**src/rtl/hc_csr_regfile.sv**
```systemverilog
// MMIO control/status register file: DSM base, NUM_BUFFERS address/size pairs, control FSM, 1-cycle read-back.
// Define HC_CFG_CHECK_EN to refuse the run command until every buffer register has been written.
module hc_csr_regfile #(
    parameter int          NUM_BUFFERS = 4,
    parameter int          ADDR_W      = 42,
    parameter int          SIZE_W      = 32,
    parameter logic [15:0] BUF_BASE    = 16'h120
) (
    input  logic                          clk,
    input  logic                          rst_n,
    input  logic                          mmio_wr_valid,
    input  logic                          mmio_rd_valid,
    input  logic [15:0]                   mmio_addr,
    input  logic [8:0]                    mmio_tid,
    input  logic [63:0]                   mmio_wr_data,
    output logic                          rd_rsp_valid,
    output logic [8:0]                    rd_rsp_tid,
    output logic [63:0]                   rd_rsp_data,
    output logic [63:0]                   dsm_base,
    output logic [NUM_BUFFERS*ADDR_W-1:0] buf_addr,
    output logic [NUM_BUFFERS*SIZE_W-1:0] buf_size,
    output logic                          acc_soft_reset,
    output logic                          acc_start,
    output logic                          acc_running,
    input  logic                          acc_done
);

    localparam logic [2:0] S_RESET = 3'd0;
    localparam logic [2:0] S_IDLE  = 3'd1;
    localparam logic [2:0] S_RUN   = 3'd2;
    localparam logic [2:0] S_STOP  = 3'd3;
    localparam logic [2:0] S_DONE  = 3'd4;

    localparam int          CFG_W  = 2 * NUM_BUFFERS;
    localparam int          IDX_W  = (NUM_BUFFERS > 1) ? $clog2(NUM_BUFFERS) : 1;
    localparam logic [17:0] BUF_LO = {2'b00, BUF_BASE};
    localparam logic [17:0] BUF_HI = BUF_LO + 18'(16 * NUM_BUFFERS - 8);

    logic [2:0]        state_q, state_d;
    logic              rej_q, rej_d;
    logic [CFG_W-1:0]  cfg_q, cfg_d;
    logic              start_q, start_d;
    logic              cmd_taken;
    logic [63:0]       dsm_q;
    logic [ADDR_W-1:0] buf_addr_q [NUM_BUFFERS];
    logic [SIZE_W-1:0] buf_size_q [NUM_BUFFERS];
    logic              rsp_valid_q;
    logic [8:0]        rsp_tid_q;
    logic [63:0]       rsp_data_q, rd_data_d;

    logic [17:0]      byte_off, buf_rel;
    logic [IDX_W-1:0] buf_idx;
    logic             hit_status, hit_dsm, hit_ctrl, hit_buf, wr_buf;
    logic [31:0]      cmd;
    logic             unused_bits;

    assign byte_off    = {mmio_addr, 2'b00};
    assign buf_rel     = byte_off - BUF_LO;
    assign buf_idx     = buf_rel[4 +: IDX_W];
    assign hit_status  = (byte_off == 18'h100);
    assign hit_dsm     = (byte_off == 18'h110);
    assign hit_ctrl    = (byte_off == 18'h118);
    assign hit_buf     = (byte_off >= BUF_LO) && (byte_off <= BUF_HI) && !mmio_addr[0];
    assign wr_buf      = mmio_wr_valid && hit_buf;
    assign cmd         = mmio_wr_data[31:0];
    assign unused_bits = ^{buf_rel[3:0], buf_rel[17:4+IDX_W]};

    // An accepted command outranks acc_done in the same cycle.
    always_comb begin
        state_d   = state_q;
        rej_d     = rej_q;
        cfg_d     = cfg_q;
        cmd_taken = 1'b0;
        for (int i = 0; i < NUM_BUFFERS; i++) begin
            if (wr_buf && buf_idx == IDX_W'(i)) begin
                if (mmio_addr[1]) cfg_d[2*i+1] = 1'b1;
                else              cfg_d[2*i]   = 1'b1;
            end
        end
        if (mmio_wr_valid && hit_ctrl) begin
            case (cmd)
                32'h0: begin
                    state_d   = S_RESET;
                    cfg_d     = '0;
                    rej_d     = 1'b0;
                    cmd_taken = 1'b1;
                end
                32'h1: if (state_q == S_RESET || state_q == S_STOP || state_q == S_DONE) begin
                    state_d   = S_IDLE;
                    cmd_taken = 1'b1;
                end
                32'h3: if (state_q == S_IDLE) begin
`ifdef HC_CFG_CHECK_EN
                    if (&cfg_q) state_d = S_RUN;
                    else        rej_d   = 1'b1;
`else
                    state_d = S_RUN;
`endif
                    cmd_taken = 1'b1;
                end
                32'h7: if (state_q == S_RUN) begin
                    state_d   = S_STOP;
                    cmd_taken = 1'b1;
                end
                default: ;
            endcase
        end
        if (!cmd_taken && state_q == S_RUN && acc_done) state_d = S_DONE;
        start_d = (state_d == S_RUN) && (state_q != S_RUN);
    end

    // Read data comes from current register contents, so a same-cycle write is not visible.
    always_comb begin
        rd_data_d = '0;
        if (hit_status) begin
            rd_data_d = {32'b0, 16'(cfg_q), 12'b0, rej_q, state_q};
        end else if (hit_dsm) begin
            rd_data_d = dsm_q;
        end else if (hit_buf) begin
            for (int i = 0; i < NUM_BUFFERS; i++) begin
                if (buf_idx == IDX_W'(i)) begin
                    rd_data_d = mmio_addr[1] ? 64'(buf_size_q[i]) : 64'(buf_addr_q[i]);
                end
            end
        end
    end

    always_ff @(posedge clk or negedge rst_n) begin
        if (!rst_n) begin
            state_q     <= S_RESET;
            rej_q       <= 1'b0;
            cfg_q       <= '0;
            start_q     <= 1'b0;
            dsm_q       <= '0;
            rsp_valid_q <= 1'b0;
            rsp_tid_q   <= '0;
            rsp_data_q  <= '0;
            for (int i = 0; i < NUM_BUFFERS; i++) begin
                buf_addr_q[i] <= '0;
                buf_size_q[i] <= '0;
            end
        end else begin
            state_q     <= state_d;
            rej_q       <= rej_d;
            cfg_q       <= cfg_d;
            start_q     <= start_d;
            rsp_valid_q <= mmio_rd_valid;
            if (mmio_rd_valid) begin
                rsp_tid_q  <= mmio_tid;
                rsp_data_q <= rd_data_d;
            end
            if (mmio_wr_valid && hit_dsm) dsm_q <= mmio_wr_data;
            for (int i = 0; i < NUM_BUFFERS; i++) begin
                if (wr_buf && buf_idx == IDX_W'(i)) begin
                    if (mmio_addr[1]) buf_size_q[i] <= mmio_wr_data[SIZE_W-1:0];
                    else              buf_addr_q[i] <= mmio_wr_data[ADDR_W-1:0];
                end
            end
        end
    end

    genvar g;
    generate
        for (g = 0; g < NUM_BUFFERS; g++) begin : g_pack
            assign buf_addr[g*ADDR_W +: ADDR_W] = buf_addr_q[g];
            assign buf_size[g*SIZE_W +: SIZE_W] = buf_size_q[g];
        end
    endgenerate

    assign rd_rsp_valid   = rsp_valid_q;
    assign rd_rsp_tid     = rsp_tid_q;
    assign rd_rsp_data    = rsp_data_q;
    assign dsm_base       = dsm_q;
    assign acc_soft_reset = (state_q == S_RESET);
    assign acc_running    = (state_q == S_RUN);
    assign acc_start      = start_q;

endmodule

```
**config.mk**
```make
export PLATFORM = sky130hd
export DESIGN_NAME = hc_csr_regfile
export DESIGN_NICKNAME = d
export VERILOG_FILES = /design/src/rtl/hc_csr_regfile.sv
export SDC_FILE = /design/constraint.sdc
export NUM_CORES = 1
export LEC_CHECK = 0
export BUFFER_PORTS_ARGS = -buffer_cell sky130_fd_sc_hd__buf_2
export CORE_ASPECT_RATIO = 0.6
export CORE_MARGIN = 4
export CORE_UTILIZATION = 42
export CTS_CLUSTER_DIAMETER = 150
export DETAILED_ROUTE_END_ITERATION = 12
export PLACE_DENSITY = 0.7
export SYNTH_ARGS = -nofsm -noshare
export SYNTH_HDL_FRONTEND = slang
export SYNTH_SLANG_ARGS = --single-unit
```
**constraint.sdc**
```tcl
create_clock -name clk -period 2 [get_ports clk]
set_input_delay 0.1 -clock clk [delete_from_list [all_inputs] [get_ports clk]]
set_output_delay 0.1 -clock clk [all_outputs]
set_load 0.03 [all_outputs]
```
---- Yosys cells after proc, flatten, opt, wreduce, memory -nomap -nowiden ----
Cells that the tools add are included.
operators by class
  magnitude comparators ................... 2
  bitwise gates (word level) .............. 1
  reduce and logical (&&, ||, !) cells .... 27
  mux-type cells .......................... 36
  eq/ne operators ......................... 15
  add/subtract/negate cells ............... 1
operator list
  operator                                                                            count
  64-bit two-way mux                                                                  6
  42-bit two-way mux                                                                  5
  16-bit by 7-bit == test with 1-bit output (second input constant)                   3
  32-bit by 1-bit == test with 1-bit output (second input constant)                   1
  32-bit by 2-bit == test with 1-bit output (second input constant)                   1
  32-bit by 3-bit == test with 1-bit output (second input constant)                   1
  32-bit zero test                                                                    1
  18-bit by 9-bit >= comparator with 1-bit output (second input constant)             1
  18-bit by 9-bit less-or-equal comparator with 1-bit output (second input constant)  1
  8-bit two-way mux                                                                   2
  2-bit AND reduction                                                                 8
  3-bit two-way mux                                                                   5
  1-bit logical AND                                                                   12
  1-bit two-way mux                                                                   12
  3-bit one-hot mux with 4 select lines                                               1
  3-bit by 2-bit == test with 1-bit output (second input constant)                    3
  2-bit two-way mux                                                                   4
  6-bit subtractor (second input constant)                                            1
  2-bit == test (second input constant)                                               2
  1-bit one-hot mux with 4 select lines                                               1
  3-bit by 1-bit == test with 1-bit output (second input constant)                    1
  3-bit == test (second input constant)                                               1
  3-bit zero test                                                                     1
  3-bit by 2-bit != test with 1-bit output (second input constant)                    1
  5 further kinds                                                                     7
storage, ports and cells
  word-level logic and storage cells ...... 97
  input port bits ......................... 94
  output and inout port bits .............. 437
  flip-flop bits (word level) ............. 446

---- Logic depth before layout (Yosys ltp) ----
  depth in word-level cells ............... 12
  gate-level depth with buffers ........... 9
  depth with buffers taken out ............ 5

---- Worst setup path after synthesis ----
Ideal clock, no wire load.
  kind .................................... input port to flip-flop
  start ................................... input mmio_addr[11]
  end ..................................... register buf_size_q, in the netlist buf_size[66]
  data required time ...................... 1.875 ns
  setup slack ............................. -0.162 ns
  library setup time ...................... 0.125 ns
  arrival ................................. 2.037 ns
  path buffers ............................ 2
  stages .................................. 6
  path through ............................ nor4b_1 nand4_1 or4_1 buf_2 buf_6 mux2_4
between the ends
  cells in the longest elaborated chain, start to end .. 6
  elaborated cells between the ends (all ways) .. 7
  classes of those cells .................. order compare (2); reduce/logical (5)
RTL lines
  item                                                                                                                           line  RTL
  start: declaration                                                                                                             13    input logic [15:0] mmio_addr,
  18-bit by 9-bit >= comparator with 1-bit output or 18-bit by 9-bit less-or-equal comparator with 1-bit output (tied branches)  63    assign hit_buf = (byte_off >= BUF_LO) && (byte_off <= BUF_HI) && !mmio_addr[0];
  1-bit logical AND (*) (2 in a row)                                                                                             63
  1-bit logical AND (*)                                                                                                          64    assign wr_buf = mmio_wr_valid && hit_buf;
  1-bit logical AND (*)                                                                                                          154   if (wr_buf && buf_idx == IDX_W'(i)) begin
  2-bit AND reduction (no source line) (*)                                                                                       n/a
  end signal: indexed assignment                                                                                                 155   if (mmio_addr[1]) buf_size_q[i] <= mmio_wr_data[SIZE_W-1:0];
  end: declaration                                                                                                               46    logic [SIZE_W-1:0] buf_size_q [NUM_BUFFERS];
Every way passes the cells marked *; elsewhere a longest branch is shown, timed or not.
A chain may end at the register's enable or synchronous reset.

---- Final worst setup path ----
  start ................................... input mmio_wr_data[20]
  end ..................................... register state_q[1]
between the ends
  cells in the longest elaborated chain, start to end .. 7
  elaborated cells between the ends (all ways) .. 12
  classes of those cells .................. eq/ne (3); mux (5); reduce/logical (4)
RTL lines
  item                                                               line  RTL
  start: declaration                                                 15    input logic [63:0] mmio_wr_data,
  32-bit by 3-bit == test with 1-bit output (tied with other cells)  81    case (cmd)
  1-bit one-hot mux with 4 select lines                              81
  1-bit two-way mux                                                  80    if (mmio_wr_valid && hit_ctrl) begin
  1-bit zero test                                                    108   if (!cmd_taken && state_q == S_RUN && acc_done) state_d = S_DONE;
  1-bit logical AND (2 in a row)                                     108
  3-bit two-way mux (*)                                              108
  via state_d[1]                                                     39    logic [2:0] state_q, state_d;
  end signal: assignment                                             143   state_q <= state_d;
  end: declaration                                                   39
Mark *: on every way through the listed nets, which the timed path passes. The rest lies on a longest branch.

==> impl_results.md <==
- Top cell type's share of synthesized area: 0.566
- CTS sink count: 446
- GR Layer Usage met2: 0.429
- I/O pin count: 531
- Final Total Pwr: 19.2 mW
- Util after Layout: 0.569
- P&R area growth vs syn: 33.8%
- Crit-path max cell delay: 0.56 ns
- Worst hold path type: in -> reg
- Worst setup EP type: flip-flop
- Largest net degree at the start of global routing: 88
- First-pass GRT wire length: 105,000 um
- Hold_sp: mmio_wr_data[21]
- Final Max Slew Viols: 0
- CP arrival: 2.39 ns
- Initial core utilization: 0.425
- Post-Route WL: 70,800 um
- Synth cell count leaders: dfrtp_1, mux2_2, nand2_1, clkbuf_1, mux4_2
- Max cap viols: 0
- Residual DRC count: 0
- Mapped Cells: 1,483
- Antenna violations before repair: 6
- Crit path cell chain: dlygate4sd3_1, buf_2, nor4_2, nand3_1, or4b_4, o41a_1, nor3_2
- TritonRoute pass-1 iters: 5
- Final setup violation count: 0
- Die H: 176 um
- Vias per inst: 5.54
- Final #Nets: 2,236
- Comb pwr share: 0.066
- Switching Fraction: 0.230
- Final hold vios: 0
- Sequential Power Share: 0.474
- Yosys warning count: 0
- Post-DRT Antenna Nets: 0
- Core Area: 0.0463 mm^2
- Root buf cell: clkbuf_16
- Most Crowded Layer GR: met2
- Switch Pwr: 4.41 mW
- Largest area contributor in the netlist: dfrtp_1
- Syn Std Cell Area: 0.0197 mm^2
- Worst slew pin tran: 0.651 ns
- Crit path launch: mmio_wr_data[20]
- Worst-path clk slew: 0.07 ns
- Grt met1 use: 0.384
- Post-synthesis sequential area ratio: 0.566
- Global-route usage over all layers: 0.275
- Vias: 15,600
- Most frequent cell after synthesis: dfrtp_1
- Clk_lat worst skew: 0.54 ns
- Die Wd: 288 um
- FFs w/ async S/R, synth: 1.00
- Postcts setup bufs: 0
- Critical-path maximum fanout: 5
- Mapped Avg Cell Area: 13.3 um^2
- Vias in the first global route: 16,000
- Max frequency: 519 MHz
- Post-Route Skew: 0.0102 ns
- CTS tree: built
- PwrDens: 727 mW/mm^2
- Unrepaired setup endpoints after global routing: no
- Leak: 14.5 nW
- H-tree Lvls: 2
- Slowest CP cell: dlygate4sd3_1
- Mapped Nets: 1,577
- First DRT Iteration DRCs: 1,187
- Clock buffer depth: 3
- Top cells by area, synth: dfrtp_1, mux2_2, mux4_2
- Area of the die: 0.0506 mm^2
- HPWL Detailed: 50,600 um
- TritonCTS Buffers: 43
- DR WL/cell: 25.2 um
- Port bufs: 530
- Status: finished clean
- EDFF count, synth: 0
- Total gr overflow: 0
- Worst r2r src: buf_size[52]
- Main synth FF type: dfrtp_1
- Required @ worst endpoint: 2.46 ns
- Internal power: 14.8 mW
- Met3 Resource Use GR: 0.0612
- Share of cells above drive strength 1: 0.530
- #FFs+latches synth: 446
- Cell variety after synth: 61
- Placer Congestion: 0.851
- Worst setup path category: in -> reg
- Maximum vdd drop: 0.580 mV
- Startpoint class of the critical path: input pin
- Ratio of final minimum period to clock period: 0.964
- Fin crit period: 1.93 ns
- Max_slew headroom: 0.566
- Clock power frac: 0.460
- Site Rows: 61
-- stage by stage --
stage | setup WS [ns] | instances | hold slack [ns] | TNS [ns] | instance area [um^2]
final | 0.0726 | 2810 | 0.0306 | 0 | 26400
after global routing | 0.00664 | 2810 | 0.0393 | 0 | 26400
after CTS | 0.0113 | 2806 | 0.00232 | 0 | 26300
after detailed placement | -0.471 | 2652 | 0.0711 | -93.39 | 24100
after global placement | -0.423 | 2652 | 0.0659 | -87.93 | 24100
after floorplan | -0.145 | 1483 | -0.196 | -1.87 | 19800
-- cell type report --
class	instances	area, um^2
Timing Repair Buffer	741	4770
Antenna cell	4	10.0
Clock buffer	62	1280
Multi-Input combinational cell	874	7980
Tap cell	630	788
Sequential cell	446	11200
Fill cell	3778	20000
Inverter	36	135
Clock inverter	17	249
-- logic make-up after synthesis --
logic type,count (synthesis),share of synthesized area
compound gates,151,0.0482
xor+xnor,1,0.000445
buf+inv,163,0.0354
flops,446,0.566
mux,420,0.276
simple gates,302,0.0735
-- routing by layer --
layer / routed length (um) / up-vias
li1: - / 6625
met1: 29400 / 8063
met2: 32600 / 754
met3: 6270 / 137
met4: 2540 / 0
met5: 0 / -
-- critical path, delay by kind of cell --
family,cells,cell delay (ns)
buffers and inverters,2,0.73
AOI/OAI and AO/OA,1,0.45
and+or+nand+nor,4,1.11
-- worst paths after layout --
check	cells after the start	to	slack [ns]
max	7	state_q[1]	0.07
min	4	buf_addr[105]	0.03
max reg2reg	4	rd_rsp_data[20]	0.33
min reg2reg	2	rd_rsp_data[14]	0.50
max in group asynchronous	3	buf_size[80]	0.92
min in group asynchronous	2	rd_rsp_tid[2]	0.09
-- cells in the final DEF (no fill, tap or decap), types with 4 or more instances in the layout --
master / Yosys / routed
a21o_1: 5 / 5
a21oi_1: 37 / 37
a22oi_1: 10 / 10
a2bb2oi_1: 4 / 4
and3_1: 17 / 16
buf_12: 0 / 26
buf_2: 28 / 525
buf_4: 7 / 114
bufinv_16: 0 / 6
clkbuf_1: 72 / 8
clkbuf_16: 0 / 45
clkbuf_8: 0 / 9
clkinv_2: 0 / 6
clkinvlp_4: 0 / 4
dfrtp_1: 446 / 446
diode_2: 0 / 4
dlygate4sd3_1: 0 / 75
inv_1: 36 / 35
mux2_1: 11 / 11
mux2_2: 299 / 299
mux2_4: 29 / 29
mux2i_1: 25 / 25
mux4_2: 56 / 56
nand2_1: 166 / 164
nand2b_1: 5 / 4
nand3_1: 28 / 26
nand4_1: 5 / 5
nor2_1: 28 / 28
nor3_1: 10 / 10
nor4_1: 13 / 8
nor4_2: 1 / 4
o211ai_1: 8 / 8
o21ai_0: 47 / 47
o22ai_1: 13 / 13
o2bb2ai_1: 4 / 4
o32ai_1: 5 / 5
-- registers in the layout (all words and copies together) (netlist names) --
name / flops
state_q: 3
buf_addr: 168
acc_start: 1
dsm_base: 64
rd_rsp_data: 64
cfg_q: 8
rd_rsp_valid: 1
rd_rsp_tid: 9
buf_size: 128
-- what timing repair did --
item	CTS	global route
hold endpoints to repair	509	0
setup endpoints to repair	0	10
hold buffers	75	0
resized for setup	0	3
-- power groups by stage --
stage	clock network, mW	logic (mW)	registers [mW]
floorplan	0	0.412	9.34
global placement	0	1.12	9.27
detailed placement	0	1.14	9.27
CTS	8.96	1.26	9.10
global route	9.36	1.36	9.10
finish	8.82	1.27	9.10
Power figures use the tool's default switching activity.
